**config.mk**
```make
export PLATFORM = sky130hd
export DESIGN_NAME = rv_iopmp_err_arbiter
export DESIGN_NICKNAME = d
export VERILOG_FILES = /design/src/rtl/rv_iopmp_pkg.sv /design/src/rtl/rv_iopmp_rr_arb.sv /design/src/rtl/rv_iopmp_err_arbiter.sv
export SDC_FILE = /design/constraint.sdc
export NUM_CORES = 1
export LEC_CHECK = 0
export CORE_ASPECT_RATIO = 0.5
export CORE_MARGIN = 10
export CORE_UTILIZATION = 40
export CTS_CLUSTER_SIZE = 14
export DETAILED_ROUTE_END_ITERATION = 12
export PLACE_DENSITY = 0.69
export SYNTH_ARGS = -nofsm -noshare
export SYNTH_HDL_FRONTEND = slang
export SYNTH_HIERARCHICAL = 1
export SYNTH_SLANG_ARGS = --single-unit
```
**constraint.sdc**
```tcl
create_clock -name clk_i -period 6.6 [get_ports clk_i]
set_clock_uncertainty 0.05 [all_clocks]
set_input_delay 1.32 -clock clk_i [delete_from_list [all_inputs] [get_ports clk_i]]
set_output_delay 1.32 -clock clk_i [all_outputs]
set_load 0.01 [all_outputs]
```
**src/rtl/rv_iopmp_pkg.sv**
```systemverilog
// Shared IOPMP types: error-capture record and error-arbiter state encoding.
package rv_iopmp_pkg;

  localparam int unsigned ERR_ARB_ACK_TIMEOUT = 15;

  typedef struct packed {
    logic [1:0]  ttype;
    logic [2:0]  etype;
    logic [15:0] rrid;
    logic [15:0] eid;
    logic [31:0] addr;
    logic [31:0] addrh;
  } error_capture_t;

  typedef enum logic [1:0] {
    IDLE,
    ISSUE,
    WAIT_SET,
    WAIT_CLR
  } err_arb_state_e;

endpackage

```
**src/rtl/rv_iopmp_rr_arb.sv**
```systemverilog
// Combinational rotating-priority search: first set request at or after ptr, wrapping.
module rv_iopmp_rr_arb #(
  parameter int unsigned N = 4,
  localparam int unsigned IDX_W = (N > 1) ? $clog2(N) : 1
) (
  input  logic [N-1:0]     req,
  input  logic [IDX_W-1:0] ptr,
  output logic [IDX_W-1:0] gnt_idx,
  output logic             any_gnt
);

  logic [IDX_W-1:0] w_idx;

  always_comb begin
    gnt_idx = '0;
    any_gnt = 1'b0;
    w_idx   = '0;
    for (int unsigned i = 0; i < N; i++) begin
      w_idx = IDX_W'((32'(ptr) + i) % N);
      if (!any_gnt && req[w_idx]) begin
        any_gnt = 1'b1;
        gnt_idx = w_idx;
      end
    end
  end

endmodule

```
**src/rtl/rv_iopmp_err_arbiter.sv**
```systemverilog
// Serializes buffered per-instance error records into the single error-capture
// register set, one record in flight until software clears err_reqinfo.ip.
module rv_iopmp_err_arbiter
  import rv_iopmp_pkg::*;
#(
  parameter int unsigned NUMBER_IOPMP_INSTANCES = 4,
  parameter int unsigned ACK_TIMEOUT            = ERR_ARB_ACK_TIMEOUT
) (
  input  logic                                        clk_i,
  input  logic                                        rst_ni,
  input  logic                                        enable_i,
  input  logic [NUMBER_IOPMP_INSTANCES-1:0]           err_valid_i,
  output logic [NUMBER_IOPMP_INSTANCES-1:0]           err_ready_o,
  input  error_capture_t [NUMBER_IOPMP_INSTANCES-1:0] err_i,
  input  logic                                        capture_ip_i,
  output logic                                        err_valid_o,
  output error_capture_t                              err_o,
  output logic                                        ack_timeout_o,
  output logic [$clog2(NUMBER_IOPMP_INSTANCES+1)-1:0] pending_o
);

  localparam int unsigned N      = NUMBER_IOPMP_INSTANCES;
  localparam int unsigned IDX_W  = (N > 1) ? $clog2(N) : 1;
  localparam int unsigned CNT_W  = $clog2(ACK_TIMEOUT + 1);
  localparam int unsigned PEND_W = $clog2(N + 1);

  err_arb_state_e   r_state;
  logic [N-1:0]     r_buf_valid;
  error_capture_t   r_buf [N];
  logic [IDX_W-1:0] r_sel;
  logic [IDX_W-1:0] r_rr_ptr;
  logic [CNT_W-1:0] r_cnt;
  logic             r_err_valid;
  error_capture_t   r_err;
  logic             r_ack_timeout;

  logic [N-1:0]      w_accept;
  logic [IDX_W-1:0]  w_gnt_idx;
  logic              w_any_gnt;
  logic [IDX_W-1:0]  w_ptr_nxt;
  logic [CNT_W-1:0]  w_cnt_inc;
  logic [PEND_W-1:0] w_pending;

  assign err_ready_o   = {N{enable_i}} & ~r_buf_valid;
  assign w_accept      = err_valid_i & err_ready_o;
  assign w_ptr_nxt     = (r_sel == IDX_W'(N - 1)) ? '0 : r_sel + IDX_W'(1);
  assign w_cnt_inc     = r_cnt + CNT_W'(1);
  assign err_valid_o   = r_err_valid;
  assign err_o         = r_err;
  assign ack_timeout_o = r_ack_timeout;
  assign pending_o     = w_pending;

  rv_iopmp_rr_arb #(.N(N)) u_rr_arb (
    .req     (r_buf_valid),
    .ptr     (r_rr_ptr),
    .gnt_idx (w_gnt_idx),
    .any_gnt (w_any_gnt)
  );

  always_comb begin
    w_pending = '0;
    for (int unsigned i = 0; i < N; i++) begin
      w_pending = w_pending + PEND_W'(r_buf_valid[i]);
    end
  end

  // Record payloads only need capturing; validity is tracked separately.
  always_ff @(posedge clk_i) begin
    for (int unsigned i = 0; i < N; i++) begin
      if (w_accept[i]) r_buf[i] <= err_i[i];
    end
  end

  always_ff @(posedge clk_i or negedge rst_ni) begin
    if (!rst_ni) begin
      r_state       <= IDLE;
      r_buf_valid   <= '0;
      r_sel         <= '0;
      r_rr_ptr      <= '0;
      r_cnt         <= '0;
      r_err_valid   <= 1'b0;
      r_err         <= '0;
      r_ack_timeout <= 1'b0;
    end else begin
      r_err_valid   <= 1'b0;
      r_err         <= '0;
      r_ack_timeout <= 1'b0;
      if (!enable_i) begin
        r_state     <= IDLE;
        r_buf_valid <= '0;
        r_rr_ptr    <= '0;
        r_cnt       <= '0;
      end else begin
        for (int unsigned i = 0; i < N; i++) begin
          if (w_accept[i]) r_buf_valid[i] <= 1'b1;
        end
        case (r_state)
          IDLE: begin
            // Never overwrite a capture that software has not yet cleared.
            if (!capture_ip_i && w_any_gnt) begin
              r_sel       <= w_gnt_idx;
              r_err_valid <= 1'b1;
              r_err       <= r_buf[w_gnt_idx];
              r_state     <= ISSUE;
            end
          end
          ISSUE: begin
            r_buf_valid[r_sel] <= 1'b0;
            r_rr_ptr           <= w_ptr_nxt;
            r_cnt              <= '0;
            r_state            <= WAIT_SET;
          end
          WAIT_SET: begin
            if (capture_ip_i) begin
              r_state <= WAIT_CLR;
            end else begin
              r_cnt <= w_cnt_inc;
              // Capture never acknowledged: drop the record, do not retry.
              if (w_cnt_inc == CNT_W'(ACK_TIMEOUT)) begin
                r_ack_timeout <= 1'b1;
                r_state       <= IDLE;
              end
            end
          end
          WAIT_CLR: begin
            if (!capture_ip_i) r_state <= IDLE;
          end
          default: r_state <= IDLE;
        endcase
      end
    end
  end

endmodule

```
==> out/results.ini, run 1 <==
[run_status]
status=finished clean

[floorplan]
die_area_um2=56540
initial_core_util=0.4030
rows=56
die_h_um=173.2
core_um2=46590
die_width_um=326.4
top_level_ports=522

[clock_tree]
cts-root-buf=clkbuf_16
cts.reportedPaths.clkPinSlew_ns=0.06
clk_latency_ns=0.55
htree_levels=2
cts_inserted_buffers=47
postCtsHoldBufs=0
numClockSinks=521
cts_max_path_buffers=3
post-cts-setup-buffers=0
cts_resized=0
tritoncts=done

[finish]
final_layout_size_suffix_gt1_frac=0.1314
area.growth.synth_to_final_pct=39.87
fin_util=0.5637
layout.cells.non_filler=2106
fillCellCount=3491
stdcell_area_um2=26270
final_nets=1823

[global_route]
grt_pass1_vias=11680
track_usage=0.2036
overflow=0
antenna_found_initial=30
grt_max_degree=92
grt_pass1_wl_mm=83.30

[timing]
finalHoldWorstSlack_ns=0.5264
max_freq_ghz=0.2171
maxSlewHeadroom=0.1954
finalSetupTns_ns=0
worst_pin_slew_ns=1.204
setup_viol=0
layout_setup_ws_ns=1.994
grt_setup_unrepaired=false
hold_viol_final=0
period_minus_slack_ns=4.606
period_share=0.6979
slew_viol_final=0

[worst_setup_path]
critPathArrivalTime_ns=3.24
required_ns=5.23
start_kind=input pin
crit_path_end_kind=output port
path_class=in -> out
path_max_fanout=11

[yosys]
async_reset_ff_frac=0.2246
yosysWarnings=6
seq_area_frac_synth=0.8020
synth.most_common_cell=edfxtp_1
synth_cell_type_count=37
synthTopCellsByArea=edfxtp_1, dfrtp_1, mux4_2
yosysTopAreaCell=edfxtp_1
yosys.area.top_type_share=0.6461
ys_ff_latch=521
synthCells=856
synth_edf_count=404
avgSynthCellArea_um2=21.94
syn-num-nets=1277
synth_top_cells_by_count=edfxtp_1, dfrtp_1, nor2b_1
synth_top_flop_cell=edfxtp_1
mappedNetlistArea_um2=18780

[place]
io_buffers=521
gp_congestion=0.9158
place_ws_ns=2.036
dp_hpwl_mm=42.74
postPlaceCellArea_um2=24730
placed_cells=1991

[power]
p_leak_nw=9.155
p_total_mw=7.500
p_per_area_nw_per_um2=285.6
ir_drop_v=0.0001577

[route]
drcViolationCount=0
vias=10380
totalWireLength_mm=59.31
routedWlPerCell_um=28.16
drtIter0Drc=912
drt-pass1-iter-count=6
avgViaCountPerCell=4.927
drtAntennaViolNets=0

[worst_hold_path]
hold_class=reg -> reg

[flow_run]
maxCapViolations=0

[power breakdown]
part,total [mW],switching (mW),internal (mW)
sequential,3.80,0.0670,3.73
combinational,1.08,0.450,0.626
clock,2.63,1.16,1.47
total,7.50,1.68,5.82
[layout by cell type, fill, tap and decap left out, types with 2 or more instances in the layout]
master / count
clkinv_1: 5
ha_1: 8
nand3_1: 2
clkbuf_16: 49
diode_2: 30
a22oi_1: 2
a21oi_1: 9
nand2_1: 10
dfrtp_1: 117
and2_4: 4
clkbuf_8: 6
clkinv_2: 7
buf_4: 10
mux2_2: 3
a21oi_4: 2
nor2_1: 13
buf_12: 2
clkbuf_1: 17
o21ai_0: 6
inv_1: 15
edfxtp_1: 404
nor2b_1: 104
clkdlybuf4s50_1: 520
nand2b_1: 2
mux4_2: 101
[worst paths after layout]
| check | from | to | slack [ns] | depth (start not counted) |
|---|---|---|---|---|
| min in group asynchronous | rst_ni | err_o[15]$_DFF_PN0_ | 0.73 | 1 |
| max in group asynchronous | rst_ni | err_o[90]$_DFF_PN0_ | 4.39 | 2 |
| worst min-delay path | r_sel[1]$_DFFE_PN0P_ | r_sel[1]$_DFFE_PN0P_ | 0.53 | 1 |
| worst max-delay path | enable_i | err_ready_o[2] | 1.99 | 4 |
| worst max register to register | r_buf_valid[1]$_DFF_PN0_ | err_o[68]$_DFF_PN0_ | 3.25 | 6 |
| worst min register to register | r_sel[1]$_DFFE_PN0P_ | r_sel[1]$_DFFE_PN0P_ | 0.53 | 1 |
[routing by layer]
metal	wire, µm	part of all wire	global-route usage	vias to the layer above
met4	2172	0.037	0.1087	0
met3	2428	0.041	0.03097	105
met1	19010	0.32	0.2047	5498
met5	0	0	0	-
met2	35710	0.60	0.3985	298
li1	-	-	-	4475
[kinds of logic after synthesis]
family,synth area share
DFF,0.8020
and+or+nand+nor,0.04438
muxes,0.1229
buffers and inverters,0.01459
AOI/OAI and AO/OA,0.009262
adders and majority gates,0.006397
xor gates and xnor gates,0.0004665
[worst max-delay path, cell delays in order]
cell,delay (ns)
clkdlybuf4s50_1,0.73
inv_1,0.31
nor2_1,0.28
clkdlybuf4s50_1,0.59
[sequential cells by signal (all words and copies together), names as in the netlist]
signal	cells
r_buf	404
err_o	101
r_buf_valid	4
r_cnt	4
r_rr_ptr	2
r_sel	2
r_state	2
ack_timeout_o	1
err_valid_o	1
[cell type report]
| type | instances | area (µm²) | share of cell area |
|---|---|---|---|
| clock buffers | 72 | 1373 | 0.05226 |
| multi-input cells | 283 | 3485 | 0.1327 |
| repair buffers | 533 | 5331 | 0.2030 |
| diodes | 30 | 75.07 | 0.002858 |
| flip-flops and latches | 521 | 15060 | 0.5734 |
| clock inverters | 13 | 83.83 | 0.003192 |
| inverters | 16 | 60.06 | 0.002287 |
| well taps | 638 | 798.3 | 0.03039 |
Power figures use the tool's default switching activity.
==> run 2, diff against run 1 <==
- clock period: 6.6 -> 4.6 ns (I/O delays scaled with it)
==> out/results.ini, run 2 (synthesis gave the netlist of run 1 again) <==
[route]
vias=10400  ; +0.24%
drcViolationCount=0  ; unchanged
totalWireLength_mm=58.36  ; -1.6%
drt-pass1-iter-count=5  ; -1
drtAntennaViolNets=0  ; unchanged
drtIter0Drc=740  ; -19%
avgViaCountPerCell=4.946  ; +0.38%
routedWlPerCell_um=27.75  ; -1.5%

[floorplan]
die_h_um=173.2  ; unchanged
top_level_ports=522  ; unchanged
rows=56  ; unchanged
initial_core_util=0.4030  ; unchanged
die_width_um=326.4  ; unchanged
core_um2=46590  ; unchanged
die_area_um2=56540  ; unchanged

[global_route]
track_usage=0.2021  ; -0.001469
antenna_found_initial=18  ; -40%
overflow=0  ; unchanged
grt_pass1_vias=11560  ; -1.0%
grt_max_degree=72  ; -22%
grt_pass1_wl_mm=83.50  ; +0.23%

[timing]
grt_setup_unrepaired=false
finalSetupTns_ns=0  ; unchanged
finalHoldWorstSlack_ns=0.3940  ; -0.1324 ns
hold_viol_final=0  ; unchanged
period_minus_slack_ns=3.654
maxSlewHeadroom=0.2551  ; +0.05966
setup_viol=0  ; unchanged
slew_viol_final=0  ; unchanged
worst_pin_slew_ns=1.117  ; -0.08680 ns
period_share=0.7944
max_freq_ghz=0.2737

[worst_setup_path]
crit_start=r_buf_valid[0]$_DFF_PN0_
slowest_stage=fa_1
required_ns=3.63  ; -1.60 ns
start_kind=flip-flop
path_max_fanout=7  ; -4
path_class=reg -> out
path_delay_family=adder cells
worstPathBufferInverterCount=3  ; unchanged
r2r-start=r_buf_valid[1]$_DFF_PN0_
max_stage_delay_ns=0.54  ; -0.19 ns
crit_path_end_kind=output port
critPathArrivalTime_ns=2.68  ; -0.56 ns
path_cells=inv_1 -> fa_1 -> inv_1 -> ha_1 -> ha_1 -> clkdlybuf4s50_1

[clock_tree]
cts_inserted_buffers=48  ; +2.1%
cts-root-buf=clkbuf_16
htree_levels=2  ; unchanged
cts.reportedPaths.clkPinSlew_ns=0.06  ; about the same
cts_resized=0  ; unchanged
tritoncts=done
cts_max_path_buffers=3  ; unchanged
postCtsHoldBufs=0  ; unchanged
clk_latency_ns=0.56  ; about the same
post-cts-setup-buffers=0  ; unchanged
numClockSinks=521  ; unchanged

[power]
p_sw_mw=2.460  ; +47%
p_per_area_nw_per_um2=414.4  ; +45%
switching_share=0.2239  ; +0.0002571
p_leak_nw=9.277  ; +1.3%
comb_power_share=0.144  ; about the same
sequentialPowerShare=0.495  ; -0.011
intPower_mw=8.524  ; +46%
ir_drop_v=0.0002847  ; +81%
pwr-share-clk=0.361  ; +0.010

[run_status]
status=finished clean

[place]
dp_hpwl_mm=42.51  ; -0.53%
io_buffers=521  ; unchanged
gp_congestion=0.8861  ; -3.2%

[finish]
fillCellCount=3479  ; -0.34%
layout_commonest_cell=clkdlybuf4s50_1
largest_reg_flops=404  ; unchanged
area.growth.synth_to_final_pct=41.14
top_register=r_buf
mostFrequentLayoutCells=clkdlybuf4s50_1, edfxtp_1, dfrtp_1
final_nets=1832  ; +0.49%
final_layout_size_suffix_gt1_frac=0.1401  ; +0.008664

[worst_hold_path]
hold_class=in -> async

[flow_run]
maxCapViolations=0  ; unchanged

run 2: cell count changes in the layout (fill, tap and decap cells not counted):
cell | previous run | this run
clkbuf_1 | 17 | 15
clkinv_4 | 0 | 1
clkinv_1 | 5 | 4
buf_4 | 10 | 8
bufinv_16 | 1 | 3
inv_6 | 0 | 2
buf_12 | 2 | 12
clkbuf_8 | 6 | 7
diode_2 | 30 | 16
run 2: final cells by class:
cell class / count / area [µm²] / area share
Multi-Input combinational cell: 283 / 3485 / 0.1315
Timing Repair Buffer: 541 / 5517 / 0.2081
Inverter: 16 / 60.06 / 0.002266
Clock buffer: 71 / 1379 / 0.05202
Sequential cell: 521 / 15060 / 0.5682
Clock inverter: 17 / 166.4 / 0.006279
Tap cell: 638 / 798.3 / 0.03012
Antenna cell: 16 / 40.04 / 0.001511
run 2: per-layer routing:
layer,up-vias,share of wire,track usage
met5,-,0,0
met1,5597,0.34,0.2165
met3,74,0.032,0.02926
li1,4483,-,-
met2,247,0.60,0.4010
met4,0,0.021,0.06531
run 2: power by group through the flow:
stage	Sequential (mW)	Combinational (mW)	Clock (mW)
2_1_floorplan	5.55	0.771	0
3_3_place_gp	5.52	1.58	0
3_5_place_dp	5.54	1.60	0
4_1_cts	5.44	1.61	4.04
5_1_grt	5.46	1.68	4.23
6_report	5.44	1.58	3.96
run 2: final timing paths:
check / end / slack (ns) / depth (start not counted)
worst max-delay path: pending_o[1] / 0.95 / 6
max in group asynchronous: err_o[19]$_DFF_PN0_ / 3.18 / 2
min in group clk_i: r_sel[1]$_DFFE_PN0P_ / 0.52 / 1
worst max register to register: err_o[48]$_DFF_PN0_ / 1.50 / 6
worst min-delay path: err_o[91]$_DFF_PN0_ / 0.39 / 1
worst min register to register: r_sel[1]$_DFFE_PN0P_ / 0.52 / 1
run 2: worst reg2reg max path, delay by kind of cell, from the launching register on:
kind	cells	cell delay (ns)
AO/OA/AOI/OAI	2	1.24
multiplexers	1	0.57
buffers and inverters	2	0.49
flip-flops	1	0.47
AND/OR/NAND/NOR	1	0.15
run 2: through the flow:
| step | setup WS, ns | util | cells | total power, mW | cell area (µm²) |
|---|---|---|---|---|---|
| 2_1_floorplan | 0.3266 | - | 856 | 6.323 | 18780 |
| 3_3_place_gp | 1.139 | 0.5348 | 1999 | 7.105 | 24920 |
| 3_5_place_dp | 1.086 | 0.5348 | 1999 | 7.136 | 24920 |
| 4_1_cts | 0.9101 | 0.5680 | 2087 | 11.08 | 26460 |
| 5_1_grt | 0.8642 | 0.5688 | 2102 | 11.38 | 26500 |
| 6_report | 0.9458 | 0.5688 | 2103 | 10.98 | 26500 |
